$ cat config.mk
export PLATFORM = sky130hd
export DESIGN_NAME = instr_fetch_sequencer
export DESIGN_NICKNAME = d
export VERILOG_FILES = /design/src/rtl/instr_fetch_sequencer_pkg.sv /design/src/rtl/instr_fetch_sequencer_prog_mem.sv /design/src/rtl/instr_fetch_sequencer.sv
export SDC_FILE = /design/constraint.sdc
export NUM_CORES = 1
export LEC_CHECK = 0
export CORE_MARGIN = 5
export CORE_UTILIZATION = 60
export DETAILED_ROUTE_END_ITERATION = 10
export HOLD_SLACK_MARGIN = 0.1
export PLACE_DENSITY = 0.79
export SYNTH_ARGS = -nofsm -noshare
export SYNTH_HDL_FRONTEND = slang
export SYNTH_HIERARCHICAL = 1
export SYNTH_SLANG_ARGS = --single-unit
$ cat constraint.sdc
create_clock -name clk -period 4 [get_ports clk]
set_input_delay 0.8 -clock clk [delete_from_list [all_inputs] [get_ports clk]]
set_output_delay 0.8 -clock clk [all_outputs]
set_load 0.02 [all_outputs]
$ cat src/rtl/instr_fetch_sequencer_pkg.sv
// Shared definitions for the instruction fetch sequencer: opcode constants,
// instruction word layout and FSM state encoding.
package instr_fetch_sequencer_pkg;

   localparam logic [3:0] OpAdd   = 4'b0000;
   localparam logic [3:0] OpSub   = 4'b0001;
   localparam logic [3:0] OpStore = 4'b0010;
   localparam logic [3:0] OpLoad  = 4'b0011;
   localparam logic [3:0] OpAnd   = 4'b0101;
   localparam logic [3:0] OpOr    = 4'b0110;
   localparam logic [3:0] OpXor   = 4'b0111;
   localparam logic [3:0] OpNot   = 4'b1000;
   localparam logic [3:0] OpShl   = 4'b1001;
   localparam logic [3:0] OpShr   = 4'b1010;
   localparam logic [3:0] OpHalt  = 4'b1111;

   typedef struct packed {
      logic [3:0] opcode;
      logic [3:0] addr;
      logic [3:0] data;
   } instr_t;

   typedef enum logic [2:0] {
      StIdle  = 3'd0,
      StFetch = 3'd1,
      StIssue = 3'd2,
      StGap   = 3'd3,
      StDone  = 3'd4
   } state_e;

   // Only STORE instructions write CPU storage.
   function automatic logic is_store(logic [3:0] opcode);
      return opcode == OpStore;
   endfunction

endpackage

$ cat src/rtl/instr_fetch_sequencer_prog_mem.sv
// 16x12-bit program register file: synchronous write, combinational read.
// Contents are deliberately not reset.
module prog_mem_16x12 (
   input  logic        clk,
   input  logic        we,
   input  logic [3:0]  waddr,
   input  logic [11:0] wdata,
   input  logic [3:0]  raddr,
   output logic [11:0] rdata
);

   logic [11:0] mem_q [16];

   // Registered write port.
   always_ff @(posedge clk) begin
      if (we) begin
         mem_q[waddr] <= wdata;
      end
   end

   assign rdata = mem_q[raddr];

endmodule

$ cat src/rtl/instr_fetch_sequencer.sv
// Instruction fetch sequencer: steps through the program memory from entry 0,
// presenting each instruction on the CPU bus for HOLD_CYCLES cycles separated
// by a one-cycle gap, until a HALT opcode, entry 15, or an abort.
module instr_fetch_sequencer
   import instr_fetch_sequencer_pkg::*;
#(
   parameter int unsigned HOLD_CYCLES = 3,
   parameter logic [3:0]  HALT_OP     = 4'b1111
) (
   input  logic        clk,
   input  logic        rst_n,
   input  logic        ena,
   input  logic        prog_we,
   input  logic [3:0]  prog_waddr,
   input  logic [11:0] prog_wdata,
   input  logic        start,
   input  logic        abort,
   output logic [3:0]  cpu_opcode,
   output logic [3:0]  cpu_addr,
   output logic [3:0]  cpu_data,
   output logic        cpu_we,
   output logic        busy,
   output logic        done,
   output logic [3:0]  pc
);

   localparam logic [2:0] HoldLast = 3'(HOLD_CYCLES - 1);

   state_e      state_q, state_d;
   logic [3:0]  pc_q, pc_d;
   logic [2:0]  hold_q, hold_d;
   instr_t      instr_q, instr_d;
   logic [3:0]  cpu_opcode_q, cpu_opcode_d;
   logic [3:0]  cpu_addr_q, cpu_addr_d;
   logic [3:0]  cpu_data_q, cpu_data_d;
   logic        cpu_we_q, cpu_we_d;
   logic        busy_q, busy_d;
   logic        done_q, done_d;
   logic        mem_we;
   logic [11:0] mem_rdata;
   logic        running;

   assign running = (state_q == StFetch) || (state_q == StIssue) || (state_q == StGap);

   // Program loads are only accepted while no program is running.
   assign mem_we = prog_we && ena && ((state_q == StIdle) || (state_q == StDone));

   prog_mem_16x12 u_prog_mem (
      .clk   (clk),
      .we    (mem_we),
      .waddr (prog_waddr),
      .wdata (prog_wdata),
      .raddr (pc_q),
      .rdata (mem_rdata)
   );

   // Next-state logic for the sequencer FSM, program counter and hold counter.
   always_comb begin
      state_d = state_q;
      pc_d    = pc_q;
      hold_d  = hold_q;
      instr_d = instr_q;
      unique case (state_q)
         StIdle, StDone: begin
            if (start) begin
               state_d = StFetch;
               pc_d    = '0;
            end
         end
         StFetch: begin
            instr_d = instr_t'(mem_rdata);
            hold_d  = '0;
            state_d = (instr_d.opcode == HALT_OP) ? StDone : StIssue;
         end
         StIssue: begin
            if (hold_q == HoldLast) begin
               hold_d  = '0;
               state_d = StGap;
            end else begin
               hold_d = hold_q + 3'd1;
            end
         end
         StGap: begin
            // No wrap: running off the end of memory terminates normally.
            if (pc_q == 4'hF) begin
               state_d = StDone;
            end else begin
               pc_d    = pc_q + 4'd1;
               state_d = StFetch;
            end
         end
         default: state_d = StIdle;
      endcase
      // Abort overrides everything; pc keeps the interrupted index.
      if (abort && running) begin
         state_d = StIdle;
         pc_d    = pc_q;
         hold_d  = '0;
      end
   end

   // Output values for the coming cycle, derived from the next state so the
   // registered bus lines up with the state it belongs to.
   always_comb begin
      cpu_opcode_d = HALT_OP;
      cpu_addr_d   = '0;
      cpu_data_d   = '0;
      cpu_we_d     = 1'b0;
      if (state_d == StIssue) begin
         cpu_opcode_d = instr_d.opcode;
         cpu_addr_d   = instr_d.addr;
         cpu_data_d   = instr_d.data;
         cpu_we_d     = is_store(instr_d.opcode);
      end
      busy_d = (state_d == StFetch) || (state_d == StIssue) || (state_d == StGap);
      done_d = (state_d == StDone);
   end

   // State and output registers; ena low freezes all of them.
   always_ff @(posedge clk or negedge rst_n) begin
      if (!rst_n) begin
         state_q      <= StIdle;
         pc_q         <= '0;
         hold_q       <= '0;
         instr_q      <= '0;
         cpu_opcode_q <= HALT_OP;
         cpu_addr_q   <= '0;
         cpu_data_q   <= '0;
         cpu_we_q     <= 1'b0;
         busy_q       <= 1'b0;
         done_q       <= 1'b0;
      end else if (ena) begin
         state_q      <= state_d;
         pc_q         <= pc_d;
         hold_q       <= hold_d;
         instr_q      <= instr_d;
         cpu_opcode_q <= cpu_opcode_d;
         cpu_addr_q   <= cpu_addr_d;
         cpu_data_q   <= cpu_data_d;
         cpu_we_q     <= cpu_we_d;
         busy_q       <= busy_d;
         done_q       <= done_d;
      end
   end

   assign cpu_opcode = cpu_opcode_q;
   assign cpu_addr   = cpu_addr_q;
   assign cpu_data   = cpu_data_q;
   assign cpu_we     = cpu_we_q;
   assign busy       = busy_q;
   assign done       = done_q;
   assign pc         = pc_q;

endmodule

Word-level counts from Yosys, hierarchy flattened --
Memory sizes are Yosys's and may differ from the RTL's. Index checks and enable logic that the tools add are counted.
Storage, ports and cells: bits in registers 37, memory bits (writable) 192, input port bits 22, output and inout port bits 19, memories kept 1
Memories:
- u_prog_mem.mem_q | words 16, width 12, rd ports 1, clocked after memory_dff 0, wr ports 1, RTL line instr_fetch_sequencer_prog_mem.sv:12 | logic [11:0] mem_q [16];
Operators by class: $add $sub $neg 2, equal/unequal tests 14, muxes and demuxes 19, bitwise operators 1, reduce and logical (&&, ||, !) cells 14
Operators by type and width (count):
- $mux W3 | 7
- $mux W4 | 5
- $eq A3 B2 Y1 const B | 5
- $mux W12 | 1
- $pmux W3 S4 | 1
- $eq A4 B4 Y1 const B | 2
- $pmux W4 S2 | 1
- $eq A3 B1 Y1 const B | 2
- $eq A3 B3 Y1 const B | 2
- $pmux W3 S2 | 1
- $logic_or A1 B1 Y1 | 5
- $reduce_and A5 Y1 | 1
- $add A4 B1 Y4 const B | 1
- $eq A4 B2 Y1 const B | 1
- $ne A2 B2 Y1 const B | 2
- $add A3 B1 Y3 const B | 1
- $logic_and A1 B1 Y1 | 3
- $logic_not A3 Y1 | 1
- $mux W1 | 3
- $reduce_bool A3 Y1 | 1
- $reduce_and A2 Y1 | 1
- $reduce_bool A2 Y1 | 1
- $reduce_or A2 Y1 | 1
- $not A1 Y1 | 1

Longest topological paths before layout --
depth after elaboration 8, mapped depth 10, mapped depth without buffers 7

Cells and area by module --
Netlist, hierarchy kept.
By module, submodules not included:
- prog_mem_16x12 | instances 1, cells an instance 317, area each 7359.6 µm²
- instr_fetch_sequencer | instances 1, cells an instance 175, area each 1884.3 µm²

Worst setup path before layout --
No wires, ideal clock.
kind input to register, from input ena, to memory u_prog_mem.mem_q[0][0], enable pin, library setup time 396 ps, arrival time 2515 ps, required time 3604 ps, path slack 1089 ps, stages on the path 5, path buffers 2, cells stage by stage buf_6 buf_4 and3_1 or3b_1 nor3_1
On the way: cells in the longest elaborated chain, start to end 4
Ends and longest elaborated chain:
- from (decl) | RTL line instr_fetch_sequencer.sv:12 | input logic ena,
- $logic_and A1 B1 Y1 (2 in a row) | RTL line instr_fetch_sequencer.sv:46 | assign mem_we = prog_we && ena && ((state_q == StIdle) || (state_q == StDone));
- named net mem_we | RTL line instr_fetch_sequencer.sv:39 | logic mem_we;
- $mux W1 | RTL line instr_fetch_sequencer_prog_mem.sv:16 | if (we) begin
- $mux W1 (implied by the code) | RTL line instr_fetch_sequencer_prog_mem.sv:17 | mem_q[waddr] <= wdata;
- to (decl) | RTL line instr_fetch_sequencer_prog_mem.sv:12
The timed path passes the listed nets, and every way through them passes these cells.

Final worst setup path --
from register pc_q[0] (netlist: pc[0]), to register cpu_opcode_q[3] (netlist: cpu_opcode[3])
On the way: cells in the longest elaborated chain, start to end 7
Ends and longest elaborated chain:
- from (decl) | RTL line instr_fetch_sequencer.sv:30 | logic [3:0] pc_q, pc_d;
- from (signal assigned) | RTL line instr_fetch_sequencer.sv:134 | pc_q <= pc_d;
- $mem_v2 Z16 W12
- named net mem_rdata[9] | RTL line instr_fetch_sequencer.sv:40 | logic [11:0] mem_rdata;
- $eq A4 B4 Y1 | RTL line instr_fetch_sequencer.sv:73 | state_d = (instr_d.opcode == HALT_OP) ? StDone : StIssue;
- $mux W3 | RTL line instr_fetch_sequencer.sv:73
- $pmux W3 S4 | RTL line instr_fetch_sequencer.sv:63 | unique case (state_q)
- $mux W3 | RTL line instr_fetch_sequencer.sv:95 | if (abort && running) begin
- $eq A3 B2 Y1 | RTL line instr_fetch_sequencer.sv:109 | if (state_d == StIssue) begin
- $mux W4 | RTL line instr_fetch_sequencer.sv:109
- to (signal assigned) | RTL line instr_fetch_sequencer.sv:137 | cpu_opcode_q <= cpu_opcode_d;
- to (decl) | RTL line instr_fetch_sequencer.sv:33 | logic [3:0] cpu_opcode_q, cpu_opcode_d;
The timed path passes the listed nets, and every way through them passes these cells. A chain may end at the register's enable or synchronous reset.

==> out/qor.yml <==
cts_setup_buffers: 0
grt_max_degree: 38
leakage_nw: 3.507
drive_gt1_frac: 0.2172
synth_top_area_frac: 0.6237
p_int_mw: 4.270
synth_commonest_cells: "edfxtp_1, dfrtp_1, mux4_2"
p_comb_frac: 0.132
die_width_um: 134.1
synth_top_family_by_area: "multiplexers"
clk_pin_slew_ns: 0.06
netSwitchingFraction: 0.2329
syn_to_final_growth_pct: 14.66
ant_nets: 0
gp_congestion: 0.8614
cts_resized: 0
grt_setup_unrepaired: "no"
maxSlewHeadroom: 0.4586
post_drt_via_cell_ratio: 6.468
setup_viol: 0
routed_wl_mm: 18.23
cts_num_sinks: 229
async_flop_share: 0.1616
wl_per_cell_um: 24.01
nNetsFinal: 580
hpwl_mm: 11.32
clk_latency_ns: 0.50
finalClockSkew_ns: 0.007888
p_sw_mw: 1.296
grt_pass1_vias: 4924
port-buffer-count: 40
crit_end: "cpu_opcode[3]$_DFFE_PN1P_"
max_freq_mhz: 327.2
htree_levels: 1
yosysMostFrequentCell: "edfxtp_1"
synth_compound_area_frac: 0.05022
yosys-top-cells-area: "edfxtp_1, dfrtp_1, mux4_2, mux4_1, a22oi_1"
pin_count: 41
startpoint: "pc[0]$_DFFE_PN0P_"
synthCells: 492
ys_seq_area_frac: 0.7244
maxCapViolations: 0
numCtsBuffers: 23
hold_viol: 0
finalMaxSlewViolations: 0
core_region_area_um2: 15150
cts_hold_buf: 0
grt_pass1_wl_mm: 28.52
start_util: 0.6103
synth_area_um2: 9244
end_kind: "flip-flop"
antenna_cells: 0
grt-ovfl-total: 0
die_area_um2: 17990
synthAdderAreaFrac: 0.001354
crit_type: "reg2reg"
regToRegSetupSlack_ns: 0.94
num_rows: 45
hold_path.class: "in2async"
period_share: 0.7640
ir_worst_vdd_mv: 0.4422
synth_largest_area_cell: "edfxtp_1"
antenna_found_initial: 0
r2r_cells: 7
synth_edf_count: 192
n_fill_cell: 936
r2r_end: "cpu_opcode[3]$_DFFE_PN1P_"
yosysUniqueCellTypes: 50
final.min_clock_period_ns: 3.056
synth_simple_gate_area_frac: 0.05414
timing.rr.start: "pc[0]$_DFFE_PN0P_"
fin_tns_setup_ns: 0
grt.total_usage: 0.2086
tightest_slew_ns: 0.8121
status: "complete, no violations"
tritoncts: "done"
vias: 4909
yosys_warnings: 6
synth.area.mux_share: 0.1463
die_y_um: 134.1
synth-seq-cells: 229
p_clk_frac: 0.360
pwr_density_cell_nw_per_um2: 525.2
synth_xor_area_frac: 0
final_util: 0.6998
cp.arrival_ns: 3.48
syn-num-nets: 515
start_kind: "flip-flop"
drtIter0Drc: 455
syn_avg_cell_area_um2: 18.79
cp.required_ns: 4.42
ctsLongestPathBuffers: 3
worst-path-max-fanout: 23
drc: 0
cts_root_buf: "clkbuf_16"
p_seq_frac: 0.508
synth_ff_type: "edfxtp_1"
drt_first_pass_iters: 4
[how the worst min path moves through the flow]
stage                              to  slack, ns
2_1_floorplan  instr_q[0]$_DFFE_PN0P_       0.48
3_3_place_gp   instr_q[6]$_DFFE_PN0P_       0.49
3_5_place_dp   instr_q[7]$_DFFE_PN0P_       0.50
4_1_cts        state_q[2]$_DFFE_PN0P_       0.40
6_report       state_q[2]$_DFFE_PN0P_       0.40
5_1_grt              done$_DFFE_PN0P_       0.46
[area by class of cell]
type | count | area, µm² | share of cell area
Multi-Input combinational cell | 227 | 2350 | 0.2217
Inverter | 13 | 48.80 | 0.004604
Tap cell | 188 | 235.2 | 0.02219
Clock inverter | 13 | 111.4 | 0.01051
Sequential cell | 229 | 6699 | 0.6320
Clock buffer | 26 | 586.8 | 0.05537
Timing Repair Buffer | 63 | 568.0 | 0.05359
[power by group through the flow]
stage	clock (mW)	sequential, mW	combinational (mW)
after global placement	0	2.87	0.714
after floorplan	0	2.87	0.523
final	2.01	2.83	0.734
after global routing	2.15	2.85	0.796
after detailed placement	0	2.87	0.732
after CTS	2.04	2.83	0.738
[flip-flops by register name (all words and copies together), names as in the netlist]
name / flops
busy: 1
cpu_opcode: 4
cpu_we: 1
cpu_data: 4
u_prog_mem/mem_q: 192
state_q: 3
cpu_addr: 4
instr_q: 12
hold_q: 3
pc: 4
done: 1
[cells by family (layout without fill, tap and decap cells)]
kind of cell | after synthesis | count (layout)
AO/OA/AOI/OAI | 66 | 66
adder cells (fa/ha/maj) | 1 | 1
buffers and inverters | 36 | 115
flip-flops | 229 | 229
multiplexers | 68 | 68
AND/OR/NAND/NOR | 92 | 92
[worst max-delay path, cell delays in order, from the launching register on]
cell and delay [ns]:
dfrtp_2 0.79, mux4_1 0.65, a22oi_1 0.23, nand2_1 0.20
and4_1 0.26, nor3_1 0.37, o211ai_4 0.23, o22a_2 0.25
[cells in the final DEF, fill, tap and decap left out, types with 3 or more instances in the layout]
cell	Yosys	layout
edfxtp_1	192	192
clkdlybuf4s50_1	0	39
mux4_2	33	33
dfrtp_1	33	31
nor2_1	28	28
a22oi_1	24	24
clkbuf_16	0	23
buf_4	3	23
nand2_1	20	20
o21ai_0	15	15
mux4_1	15	15
inv_1	13	13
mux2_2	12	12
o22ai_1	11	11
mux2i_1	8	8
nand2b_1	6	6
clkinv_2	0	5
clkinv_1	0	5
o22a_2	4	4
a21oi_1	4	4
nand3_1	4	4
nand3b_1	4	4
dfstp_2	4	4
nor3_2	0	4
and2_1	3	3
nor2b_1	3	3
clkbuf_1	7	3
[per-stage QoR]
| stage | hold WS, ns | power [mW] | setup WS [ns] | cells | instance area, µm² |
|---|---|---|---|---|---|
| floorplan | 0.4799 | 3.392 | 1.089 | 492 | 9244 |
| global placement | 0.4890 | 3.580 | 0.9993 | 720 | 9901 |
| detailed placement | 0.4955 | 3.607 | 0.9650 | 720 | 9901 |
| CTS | 0.4021 | 5.606 | 0.9410 | 759 | 10600 |
| global route | 0.4550 | 5.788 | 0.7009 | 759 | 10600 |
| finish | 0.3957 | 5.566 | 0.9438 | 759 | 10600 |
[routing by layer]
metal | global-route usage | wire length [µm]
met5 | 0 | 0
met4 | 0.04864 | 365
met3 | 0.04051 | 1345
met2 | 0.3363 | 8962
met1 | 0.3032 | 7550
Power figures use the tool's default switching activity.
